[src/rtl/spi_master.sv]
// spi_master: host-side SPI master for the 10-bit {cmd, din} frame protocol.
//   clk   - system clock, also the serial bit clock (no SCK output)
//   rst   - synchronous active-high reset
//   start - transaction request, accepted only while busy=0
//   cmd   - 00 wr addr, 01 wr data, 10 rd addr, 11 rd data
//   din   - address or data payload
//   busy  - high from the cycle after accept until the cycle after done
//   done  - one-cycle pulse at end of transaction
//   dout  - read-data result, updated only on a read-data done
//   MOSI  - serial data to slave, MSB first
//   MISO  - serial data from slave, MSB first
//   SS_n  - active-low slave select
module spi_master #(
    parameter int LEAD = 1,
    parameter int TURN = 2
) (
    input  logic       clk,
    input  logic       rst,
    input  logic       start,
    input  logic [1:0] cmd,
    input  logic [7:0] din,
    output logic       busy,
    output logic       done,
    output logic [7:0] dout,
    output logic       MOSI,
    input  logic       MISO,
    output logic       SS_n
);
    typedef enum logic [2:0] {S_IDLE, S_LEAD, S_SEND, S_TURN, S_RECV, S_DONE} state_t;

    localparam logic [7:0] LEAD_M1 = 8'(LEAD > 0 ? LEAD - 1 : 0);
    localparam logic [7:0] TURN_M1 = 8'(TURN > 0 ? TURN - 1 : 0);

    state_t     state;
    logic [9:0] frame;
    logic       rd;
    logic [3:0] bit_cnt;
    logic [7:0] wait_cnt;
    logic [7:0] shreg;

    // All outputs are registered: each transition loads the values the
    // destination state presents during its first cycle.
    always_ff @(posedge clk) begin
        if (rst) begin
            state    <= S_IDLE;
            SS_n     <= 1'b1;
            MOSI     <= 1'b0;
            busy     <= 1'b0;
            done     <= 1'b0;
            dout     <= 8'h00;
            frame    <= 10'd0;
            rd       <= 1'b0;
            bit_cnt  <= 4'd0;
            wait_cnt <= 8'd0;
            shreg    <= 8'h00;
        end else begin
            done <= 1'b0;
            case (state)
                S_IDLE: if (start) begin
                    frame    <= {cmd, din};
                    rd       <= &cmd;
                    busy     <= 1'b1;
                    SS_n     <= 1'b0;
                    MOSI     <= cmd[1];
                    bit_cnt  <= 4'd9;
                    wait_cnt <= LEAD_M1;
                    state    <= (LEAD > 0) ? S_LEAD : S_SEND;
                end
                // MOSI already shows frame[9] and bit_cnt is preset to 9.
                S_LEAD: if (wait_cnt == 8'd0) state <= S_SEND;
                        else wait_cnt <= wait_cnt - 8'd1;
                S_SEND: if (bit_cnt == 4'd0) begin
                    MOSI <= 1'b0;
                    if (rd) begin
                        wait_cnt <= TURN_M1;
                        bit_cnt  <= 4'd7;
                        state    <= (TURN > 0) ? S_TURN : S_RECV;
                    end else begin
                        SS_n  <= 1'b1;
                        done  <= 1'b1;
                        state <= S_DONE;
                    end
                end else begin
                    bit_cnt <= bit_cnt - 4'd1;
                    MOSI    <= frame[bit_cnt - 4'd1];
                end
                S_TURN: if (wait_cnt == 8'd0) state <= S_RECV;
                        else wait_cnt <= wait_cnt - 8'd1;
                S_RECV: begin
                    shreg <= {shreg[6:0], MISO};
                    if (bit_cnt == 4'd0) begin
                        dout  <= {shreg[6:0], MISO};
                        SS_n  <= 1'b1;
                        done  <= 1'b1;
                        state <= S_DONE;
                    end else begin
                        bit_cnt <= bit_cnt - 4'd1;
                    end
                end
                S_DONE: begin
                    busy  <= 1'b0;
                    state <= S_IDLE;
                end
                default: state <= S_IDLE;
            endcase
        end
    end
endmodule
[config.mk]
export PLATFORM = sky130hd
export DESIGN_NAME = spi_master
export DESIGN_NICKNAME = d
export VERILOG_FILES = /design/src/rtl/spi_master.sv
export SDC_FILE = /design/constraint.sdc
export NUM_CORES = 1
export LEC_CHECK = 0
export BUFFER_PORTS_ARGS = -buffer_cell sky130_fd_sc_hd__buf_4
export CAP_MARGIN = 10
export CORE_MARGIN = 2
export CORE_UTILIZATION = 57
export CTS_BUF_LIST = sky130_fd_sc_hd__clkbuf_16
export CTS_CLUSTER_SIZE = 40
export DETAILED_ROUTE_END_ITERATION = 7
export HOLD_SLACK_MARGIN = 0.06
export PLACE_DENSITY = 0.79
export SKIP_LAST_GASP = 1
export SLEW_MARGIN = 10
export SYNTH_ARGS = -nofsm -noshare
export SYNTH_HDL_FRONTEND = slang
export SYNTH_SLANG_ARGS = --single-unit
[constraint.sdc]
create_clock -name clk -period 4.8 [get_ports clk]
set_input_delay 0.48 -clock clk [delete_from_list [all_inputs] [get_ports clk]]
set_output_delay 0.48 -clock clk [all_outputs]
set_load 0.005 [all_outputs]
# Yosys cells after proc, flatten, opt, wreduce, memory -nomap -nowiden
# Cells that the tools add are included.
# word_totals
elab_cells,79
register_bits,45
# op_classes
n_lt_le_gt_ge,1
reduce_logical,17
n_eq_ne,15
addsub,2
mux,33
# ops
op,count
$mux 8,4
$pmux 8 s3,1
$mux 3,6
$ne 2x2->1 const B,9
$mux 4,4
$pmux 3 s5,1
$reduce_and 5->1,3
$pmux 4 s3,1
$mux 1,11
$reduce_and 2->1,5
$logic_not 8->1,1
$sub 8x1->8 const B,1
$eq 3x2->1 const B,2
$eq 3x3->1 const B,2
$pmux 1 s2,3
$reduce_bool 3->1,2
$lt 4x5->1 const B,1
$bmux 1 s4,1
$logic_not 4->1,1
$reduce_and 4->1,1
$reduce_bool 2->1,2
$sub 4x1->4 const B,1
$eq 3x1->1 const B,1
$logic_not 3->1,1
3 further kinds,3

# Depth between registers and ports, before layout
# Gate-level depths: netlist of run 1.
# depth
depth_word,5
mapped_depth,8
mapped_depth_nobuf,6

# Least setup slack after synthesis of run 1
# Ideal clock, no wire load.
# synth_timing
kind,register to register
from,register bit_cnt[0]
to,register wait_cnt[3]
setup_time_ns,0.070
arrival_ns,1.880
t_required_ns,4.730
path_stages_with_launch,8
setup_slack_ns,2.850
path_cell_list,dfxtp_1 buf_2 inv_1 ha_1 nor3b_4 a311oi_2 or4_1 a21oi_1
# synth_via
elab_chain_cells,3
# synth_lines
item,line,rtl
start: declaration,37,logic [3:0] bit_cnt;
start signal: assignment,84,bit_cnt <= bit_cnt - 4'd1;
start signal: assignment,97,bit_cnt <= bit_cnt - 4'd1;
$logic_not 4->1,72,S_SEND: if (bit_cnt == 4'd0) begin
$ne 2x2->1 (no source line),--,
$reduce_and 5->1 (no source line),--,
end signal: assignment,71,else wait_cnt <= wait_cnt - 8'd1;
end signal: assignment,88,else wait_cnt <= wait_cnt - 8'd1;
end: declaration,38,logic [7:0] wait_cnt;
# Every way passes these cells.
# A chain may end at the register's enable or synchronous reset.

# Worst setup path after layout of run 1
# layout_timing
from,register state[2]
to,register done
# layout_via
elab_chain_cells,2
# layout_lines
item,line,rtl
start: declaration,34,state_t state;
start signal: assignment,67,state <= (LEAD > 0) ? S_LEAD : S_SEND;
start signal: assignment,77,state <= (TURN > 0) ? S_TURN : S_RECV;
$eq 3x3->1 or $eq 3x2->1 (tied branches),58,case (state)
$pmux 1 s2 *,58,
end signal: assignment,49,done <= 1'b0;
end signal: assignment,57,done <= 1'b0;
end signal: assignment,80,done <= 1'b1;
end: declaration,23,"output logic done,"
# Every way passes the cells marked *; elsewhere a longest branch is shown, timed or not.

==> results of run 1 <==
## worst min path at each step
stage,startpoint,end,depth (start not counted)
6_report,din[2],frame[2],3
4_1_cts,din[2],frame[2],3
3_3_place_gp,dout[6],dout[6],2
2_1_floorplan,frame[1],frame[1],2
5_1_grt,din[2],frame[2],3
3_5_place_dp,frame[4],frame[4],2
## tightest hold or removal path, stage by stage
cell,delay (ns)
sky130_fd_sc_hd__buf_4,0.11
sky130_fd_sc_hd__nand2_1,0.04
sky130_fd_sc_hd__a21oi_1,0.05
## registers in the layout (all words and copies together), names as in the netlist
| register | count |
|---|---|
| frame | 10 |
| dout | 8 |
| wait_cnt | 8 |
| shreg | 7 |
| bit_cnt | 4 |
| state | 3 |
| MOSI | 1 |
| SS_n | 1 |
| busy | 1 |
| done | 1 |
| rd | 1 |
## power groups by stage
stage / Clock, mW / Combinational [mW] / Sequential [mW]
after global placement: 0 / 0.627 / 0.575
after global routing: 0.399 / 0.717 / 0.588
after CTS: 0.380 / 0.645 / 0.570
final: 0.373 / 0.645 / 0.572
after detailed placement: 0 / 0.641 / 0.577
after floorplan: 0 / 0.564 / 0.508
## stage by stage
| stage | power, mW | setup slack (ns) | instances | hold slack, ns |
|---|---|---|---|---|
| CTS | 1.59 | 2.24 | 328 | 0.439 |
| global route | 1.70 | 1.93 | 328 | 0.442 |
| global placement | 1.20 | 2.31 | 320 | 0.443 |
| finish | 1.59 | 2.24 | 328 | 0.442 |
| floorplan | 1.07 | 2.85 | 264 | 0.433 |
| detailed placement | 1.22 | 2.26 | 320 | 0.448 |
## final cells by class
| cell class | count | area [um2] | area share (%) |
|---|---|---|---|
| well taps | 48 | 60.1 | 2.38 |
| clock buffers | 5 | 125 | 4.96 |
| inverters | 9 | 33.8 | 1.34 |
| clock inverters | 3 | 37.5 | 1.49 |
| multi-input cells | 193 | 1180 | 46.7 |
| repair buffers | 25 | 188 | 7.44 |
| flip-flops and latches | 45 | 901 | 35.7 |
## synthesized netlist by cell type, types with 2 or more instances
cell type	n
sky130_fd_sc_hd__clkbuf_1	11
sky130_fd_sc_hd__o211ai_1	2
sky130_fd_sc_hd__inv_1	9
sky130_fd_sc_hd__o22ai_1	2
sky130_fd_sc_hd__nand4_1	2
sky130_fd_sc_hd__nor3b_1	2
sky130_fd_sc_hd__ha_1	3
sky130_fd_sc_hd__nand2_1	40
sky130_fd_sc_hd__buf_2	5
sky130_fd_sc_hd__nor3_1	5
sky130_fd_sc_hd__o31ai_1	3
sky130_fd_sc_hd__nor4b_1	2
sky130_fd_sc_hd__nor2b_1	5
sky130_fd_sc_hd__a211oi_1	2
sky130_fd_sc_hd__o21ai_0	13
sky130_fd_sc_hd__a31oi_1	5
sky130_fd_sc_hd__or3_1	4
sky130_fd_sc_hd__dfxtp_1	45
sky130_fd_sc_hd__a211o_1	4
sky130_fd_sc_hd__nor2_1	13
sky130_fd_sc_hd__xnor2_1	2
sky130_fd_sc_hd__or4_1	4
sky130_fd_sc_hd__or3b_2	2
sky130_fd_sc_hd__nand2b_1	4
sky130_fd_sc_hd__mux4_2	2
sky130_fd_sc_hd__nand3_1	13
sky130_fd_sc_hd__o21a_1	2
sky130_fd_sc_hd__a311oi_1	3
sky130_fd_sc_hd__mux2i_1	9
sky130_fd_sc_hd__a21oi_1	32
## per-layer routing
layer / up-vias / track usage, %
li1: 987 / -
met1: 911 / 30.5
met2: 44 / 38.6
met3: 8 / 5.45
met4: 0 / 8.85
met5: - / 0
## cell families (layout without fill, tap and decap cells)
| group | count (synthesis) | after routing | share of synthesized area (%) |
|---|---|---|---|
| flops | 45 | 45 | 41.4 |
| buf+inv | 26 | 42 | 4.77 |
| fa+ha+maj | 3 | 3 | 1.72 |
| xor+xnor | 2 | 2 | 0.804 |
| compound gates | 76 | 76 | 21.9 |
| mux | 11 | 11 | 6.20 |
| simple gates | 101 | 101 | 23.3 |
==> results.md, run 1 <==
Run status:
- The flow ran to the end, and the final reports show no timing, DRC or antenna violations.

Worst setup path:
- The startpoint of the lowest-slack register-to-register path is state[2].
- Data on the critical path is required at its endpoint by 5.03 ns.
- Walking the worst path, the cells encountered are nor3b_2 -> nand2_1 -> o21ai_0 -> and2_1.
- The worst setup path is launched from a flop.
- The peak fanout along the critical path is 18.
- The most critical setup path has its startpoint at state[2].
- In this run the worst setup path terminates at done.
- The logic depth of the worst setup path including buffers is 4.
- The type of element capturing the critical path is a flop.
- The kind of critical path is flop to flop.
- The number of buffers and inverters on the critical path is 0.
- The worst register-to-register path has a setup slack of 2.24 ns.
- For the worst flop-to-flop path, the logic depth is 4.
- The endpoint of the worst-slack reg-to-reg timing path is done.
- For the worst setup path, the data arrival time is 2.79 ns.
- The library cell contributing the largest single delay on the critical path is sky130_fd_sc_hd__nor3b_2.
- For this run, the slowest stage of the critical path takes 1.00 ns.
- The critical path's top delay family is simple AND/OR/NAND/NOR gates.

STA:
- The sum of negative setup slack is 0 ns.
- The peak clock frequency supported by timing is 0.391 GHz.
- Setup repair after global routing left no endpoint under its margin.
- The count of final max-slew check failures is 0.
- The worst-case headroom to the max-slew limit is 23.3%.
- The post-layout minimum cycle time is 2.56 ns.
- The fraction of the cycle the final worst path needs is 53.3%.
- Setup violations remaining at the end of the flow were counted as 0.
- At the pin with the least slew margin, the transition time is 1.15 ns.
- The final hold violation count is 0.
- The worst clock skew is 0.00511 ns.

Power and ir drop:
- The share of total power in the clock network is 23.5%.
- Across the VDD grid, the largest voltage drop is 0.349 mV.
- Internal power comes to 0.978 mW.
- Sequential cells burn 36.0% of the power.
- Dividing total power by cell area gives a power density of 630 nW/um2.
- In this run the power spent charging and discharging nets is 0.613 mW.
- The leakage power total is 0.944 nW.
- The net switching share of the total power is 38.5%.
- Of the total power, combinational logic draws 40.6%.

Floorplan:
- The core region is 3660 um2.
- The starting density of the core is 59.5%.
- The horizontal extent of the die is 65.8 um.
- The number of cell rows is 22.
- The I/O pin count is 26.
- From bottom edge to top edge, the die measures 65.8 um.
- The die footprint is 4330 um2.

Clocking:
- The number of buffers added for setup after CTS is 0.
- The TritonCTS clock tree is done.
- For this design, the CTS-stage hold fixing added 0 buffers.
- The H-tree generated during clock tree synthesis spans 2 levels.
- The clock drives 45 sinks.
- After clock tree synthesis, the clock-pin slew on the worst setup and hold paths is 0.06 ns.
- The clock latency on the worst-skew pair is 0.28 ns.
- The number of cells upsized or downsized after cts is 0.
- The maximum clock path buffer count is 2.
- In this run, CTS created clock tree buffers numbering 5.
- The clock root buffer master is sky130_fd_sc_hd__clkbuf_16.

Drt:
- The count of nets left with antenna violations after detail routing is 0.
- The mean number of vias per cell is 5.95.
- The detailed router used layers up to and including met4.
- Before antenna repair, the detailed router went through 4 iterations.
- For this block, the initial DRC count from the detailed router was 95.
- After detailed routing, the met3 layer carries 186 um of wire.
- The total wire length after detailed routing is 4620 um.
- The wire length the detailed router placed on met1 is 2110 um.
- Dividing the detail-routed wire length by the instance count gives 14.1 um.
- The sum of met2 wire segment lengths after detailed routing is 2250 um.
- The total via count after detailed routing is 1950.
- After detailed routing, the number of remaining DRC violations is 0.

Finish:
- 0 antenna diodes ended up in the layout.
- For this run, the share of the core covered by cells in the final layout is 68.9%.
- The count of fill cells added during filler insertion is 314.
- The fraction of final layout cells with drive strength greater than 1 is 14.3%.
- Leaving out fill and tap cells, the most frequent cell in the layout is sky130_fd_sc_hd__dfxtp_1.
- The library cells used most frequently in the layout, excluding fill and tap cells, are sky130_fd_sc_hd__dfxtp_1, sky130_fd_sc_hd__nand2_1, sky130_fd_sc_hd__a21oi_1, sky130_fd_sc_hd__buf_4.
- Relative to the synthesized area, the layout overhead comes to 15.9%.
- In the final design database the tool counted 296 nets.
- The finished cells cover 2520 um2.

Placement:
- The total placed instance area is 2360 um2.
- The total of buffers placed on input and output ports is 25.
- The post-DP HPWL is 3260 um.
- Routability-driven placement finished with a final weighted congestion of 0.826.

Logic synthesis:
- The distinct cell type count of the synthesized netlist is 44.
- In this run, synthesis produced a sequential element count of 45.
- Counting every instance in the synthesized netlist gives 264.
- Summed over all instances, the cell type with the most area after synthesis is sky130_fd_sc_hd__dfxtp_1.
- The post-synthesis async set-or-reset flop share is 0%.
- The total nets after synthesis is 281.
- The area fraction of the dominant cell type after synthesis is 41.4%.
- The number of warnings issued by yosys is 0.
- Summing every instance area after synthesis gives 2180 um2.
- In this run the mean area of a mapped cell was 8.25 um2.
- Yosys mapped a number of flops with a built-in enable equal to 0.
- The fraction of the yosys area taken by sequential cells is 41.4%.
- Yosys attributes the largest share of cell area to sky130_fd_sc_hd__dfxtp_1, sky130_fd_sc_hd__a21oi_1, sky130_fd_sc_hd__nand2_1.
- For this run, the leading register cell type out of synthesis is sky130_fd_sc_hd__dfxtp_1.

GRT:
- After global routing the overflow that remains totals 0.
- The number of global-route vias before repair was 1714.
- The number of antenna violations at the first check in global routing is 0.
- Global routing used 23.7% of the available tracks across all layers.
- The largest net degree at the start of global routing is 41.
- The first-pass GRT wire length is 7870 um.

Job:
- The tool flagged a number of max-cap violations equal to 0.

Hold path:
- The path category of the worst min-delay check is primary input to flop.
(Power assumes the default switching activity.)
==> run 2, diff against run 1 <==
Settings changed: ABC_AREA set to 1, CORE_UTILIZATION 57 to 51, PLACE_DENSITY 0.79 to 0.75.
Clock period 4.8 ns to 2.2 ns, I/O delays scaled along.
==> results.md, run 2 <==
Logic synthesis:
- The most frequently used flop master after synthesis is sky130_fd_sc_hd__dfxtp_1 (unchanged).
- The distinct cell type count of the synthesized netlist is 26 (was 44).
- Most instantiated cells after synthesis: sky130_fd_sc_hd__nand2_1, sky130_fd_sc_hd__nor2_1, sky130_fd_sc_hd__dfxtp_1 (was sky130_fd_sc_hd__dfxtp_1, sky130_fd_sc_hd__nand2_1, sky130_fd_sc_hd__a21oi_1).
- The fraction of the yosys area taken by sequential cells is 42.0% (was 41.4%).
- The number of warnings issued by yosys was 0 (unchanged).
- Largest cells by area after synthesis: sky130_fd_sc_hd__dfxtp_1, sky130_fd_sc_hd__nand2_1, sky130_fd_sc_hd__nor2_1 (was sky130_fd_sc_hd__dfxtp_1, sky130_fd_sc_hd__a21oi_1, sky130_fd_sc_hd__nand2_1).
- The total nets after synthesis is 327 (was 281).
- The synthesized area per cell is 6.92 um2 (was 8.25 um2).
- The synthesis-stage register bit count is 45 (unchanged).
- The post-synthesis cell type with the largest combined area is sky130_fd_sc_hd__dfxtp_1 (unchanged).
- The post-synthesis async set-or-reset flop share is 0% (unchanged).
- The number of synthesized flops with an enable pin is 0 (unchanged).
- The synthesized instance count came to 310 (was 264).
- The leading cell type by number of instances after synthesis is sky130_fd_sc_hd__nand2_1 (was sky130_fd_sc_hd__dfxtp_1).
- The synthesized area is 2140 um2 (was 2180 um2).
- The area fraction of the dominant cell type after synthesis came to 42.0% (was 41.4%).

Clocking:
- The TritonCTS buffer count was 5 (unchanged).
- The maximum clock path buffer count came to 2 (unchanged).
- The hold buffer count at cts is 0 (unchanged).
- The clock latency on the worst-skew pair is 0.29 ns (was 0.28 ns).
- The number of cells upsized or downsized after cts is 0 (unchanged).
- The clock net sink count is 45 (unchanged).
- The clock slew at the register clock pins of the worst setup and hold paths is 0.06 ns (about the same).
- The level count of the clock H-tree is 2 (unchanged).
- The number of buffers added for setup after CTS is 0 (unchanged).
- The clock root buffer master is sky130_fd_sc_hd__clkbuf_16 (unchanged).
- The TritonCTS clock tree is done (unchanged).

Finish:
- The leading cell type in the layout, fill and taps excluded is sky130_fd_sc_hd__nand2_1 (was sky130_fd_sc_hd__dfxtp_1).
- The final core utilization is 62.2% (was 68.9%).
- The synthesis-to-finish area growth came to 16.9% (was 15.9%).
- The layout net count is 352 (was 296).
- The final design area excluding fillers is 2510 um2 (was 2520 um2).
- The fraction of final layout cells with drive strength greater than 1 came to 16.1% (was 14.3%).
- Most frequent cells in the layout: sky130_fd_sc_hd__nand2_1, sky130_fd_sc_hd__nor2_1, sky130_fd_sc_hd__dfxtp_1, sky130_fd_sc_hd__o21ai_0 (was sky130_fd_sc_hd__dfxtp_1, sky130_fd_sc_hd__nand2_1, sky130_fd_sc_hd__a21oi_1, sky130_fd_sc_hd__buf_4).
- The register bank with the most flops is frame (unchanged).
- The post-layout instance count excluding filler cells came to 386 (was 328).
- Leading registers by flop count: frame: 10 flops, dout: 8 flops, wait_cnt: 8 flops (unchanged).
- The flip-flop count of the largest register after layout is 10 (unchanged).
- The antenna diode instance count is 0 (unchanged).

Drt:
- The wire length the detailed router placed on met1 came to 2260 um (was 2110 um).
- The routed length per placed instance is 11.7 um (was 14.1 um).
- The total wire length after detailed routing is 4530 um (was 4620 um).
- The total via count after detailed routing was 1925 (was 1950).
- The count of TritonRoute iterations in the first routing pass was 4 (unchanged).
- The uppermost layer routed is met4 (unchanged).
- The violation count after the first detailed-routing iteration was 95 (unchanged).
- The met3 routed wirelength is 185 um (was 186 um).
- The mean number of vias per cell was 4.99 (was 5.95).
- The count of nets left with antenna violations after detail routing is 0 (unchanged).
- The sum of met2 wire segment lengths after detailed routing is 1990 um (was 2250 um).
- The number of remaining DRC errors is 0 (unchanged).

GRT:
- The total track usage was 21.6% (was 23.7%).
- The largest net degree at the start of global routing is 27 (was 41).
- The number of global-route vias before repair is 1798 (was 1714).
- The global route total overflow came to 0 (unchanged).
- The number of antenna violations at the first check in global routing is 0 (unchanged).
- The first-pass GRT wire length was 7580 um (was 7870 um).

STA:
- The peak clock frequency supported by timing is 0.570 GHz (was 0.391 GHz).
- The transition time of the tightest slew-check pin is 0.666 ns (was 1.15 ns).
- The final worst setup slack was 0.445 ns (was 2.24 ns).
- Setup repair after global routing missed its margin: no (unchanged).
- The final number of setup-violating endpoints is 0 (unchanged).
- The post-layout minimum cycle time came to 1.76 ns (was 2.56 ns).
- The final hold violation count is 0 (unchanged).
- The fraction of the cycle the final worst path needs came to 79.8% (was 53.3%).
- The worst hold slack across all endpoints came to 0.152 ns (was 0.442 ns).
- The worst clock skew is 0.00554 ns (was 0.00511 ns).
- The count of final max-slew check failures is 0 (unchanged).
- The sum of negative setup slack is 0 ns (unchanged).
- The worst-case headroom to the max-slew limit was 55.6% (was 23.3%).

Placement:
- The final weighted congestion in routability-driven placement is 0.887 (was 0.826).
- The total instance count after detailed placement is 378 (was 320).
- The placement-stage worst setup slack came to 0.455 ns (was 2.26 ns).
- The post-DP HPWL is 3110 um (was 3260 um).
- The total of buffers placed on input and output ports is 25 (unchanged).
- The total placed instance area is 2360 um2 (unchanged).

Floorplan:
- The die footprint is 4740 um2 (was 4330 um2).
- The die outline height came to 68.8 um (was 65.8 um).
- The number of cell rows came to 23 (was 22).
- The I/O pin count came to 26 (unchanged).
- The horizontal extent of the die was 68.8 um (was 65.8 um).
- The starting density of the core is 53.2% (was 59.5%).
- The standard cell core area is 4030 um2 (was 3660 um2).

Worst setup path:
- The kind of critical path was flop to flop (unchanged).
- The data arrival time of the worst path came to 1.97 ns (was 2.79 ns).
- The type of element capturing the critical path is a flop (unchanged).
- The startpoint type of the worst setup path was a flop (unchanged).
- The critical path data required time came to 2.42 ns (was 5.03 ns).
- The peak fanout along the critical path is 10 (was 18).
- The launch point of the critical path was bit_cnt[0] (was state[2]).
- The startpoint of the lowest-slack register-to-register path is bit_cnt[0] (was state[2]).

Hold path:
- The worst hold path startpoint is din[6] (was din[2]).
- The path category of the worst min-delay check is primary input to flop (unchanged).

Job:
- The max capacitance violation total is 0 (unchanged).

Power and ir drop:
- The worst-case vdd ir drop was 0.839 mV (was 0.349 mV).
- The leakage power total is 1.15 nW (was 0.944 nW).
- The power density of the placed cells is 1500 nW/um2 (was 630 nW/um2).
- The total design power was 3.77 mW (was 1.59 mW).

Run status:
- Status: finished, final reports clean (unchanged).
-- run 2: changes by cell type in the layout (fill, tap and decap cells not counted), sizes merged, moves of 6 or more --
cell,change
a21oi,-6
inv,+19
mux2i,-9
nand2,+32
nor2,+53
o21ai,+16
-- run 2: layout make-up --
| class | instances | area [um2] |
|---|---|---|
| fillers | 395 | 1520 |
| clock buffers | 5 | 125 |
| well taps | 50 | 62.6 |
| repair buffers | 26 | 195 |
| clock inverters | 3 | 21.3 |
| flip-flops and latches | 45 | 901 |
| multi-input cells | 229 | 1100 |
| inverters | 28 | 105 |
-- run 2: report_power, final --
| part | total (mW) | internal, mW | switching (mW) |
|---|---|---|---|
| Combinational | 1.77 | 0.650 | 1.12 |
| Clock | 0.738 | 0.422 | 0.316 |
| Sequential | 1.26 | 1.06 | 0.205 |
-- run 2: layer usage --
layer | up-vias | global-route usage [%]
li1 | 1042 | -
met1 | 834 | 26.4
met2 | 40 | 35.6
met3 | 9 | 5.36
met4 | 0 | 10.0
met5 | - | 0
-- run 2: cells by family (layout without fill, tap and decap cells) --
group / after synthesis / count (layout) / share of synthesized area (%)
flops: 45 / 45 / 42.0
buf+inv: 36 / 62 / 6.83
xor+xnor: 4 / 4 / 1.63
simple gates: 162 / 162 / 33.0
fa+ha+maj: 3 / 3 / 1.75
compound gates: 60 / 60 / 14.8
-- run 2: path summary, 6_finish.rpt --
| check | end | slack [ns] | cells after the start |
|---|---|---|---|
| hold / removal | frame[6] | 0.15 | 3 |
| hold reg to reg | frame[9] | 0.47 | 2 |
| setup reg to reg | wait_cnt[2] | 0.44 | 8 |
| setup / recovery | wait_cnt[2] | 0.44 | 8 |
-- run 2: worst max-delay path, stage by stage, from the launching register on --
cell	delay, ns
sky130_fd_sc_hd__dfxtp_1	0.35
sky130_fd_sc_hd__inv_2	0.16
sky130_fd_sc_hd__ha_1	0.30
sky130_fd_sc_hd__nand2_4	0.13
sky130_fd_sc_hd__o21ai_2	0.16
sky130_fd_sc_hd__nand2_1	0.08
sky130_fd_sc_hd__nor2_2	0.28
sky130_fd_sc_hd__nand2_1	0.08
sky130_fd_sc_hd__a21oi_1	0.15
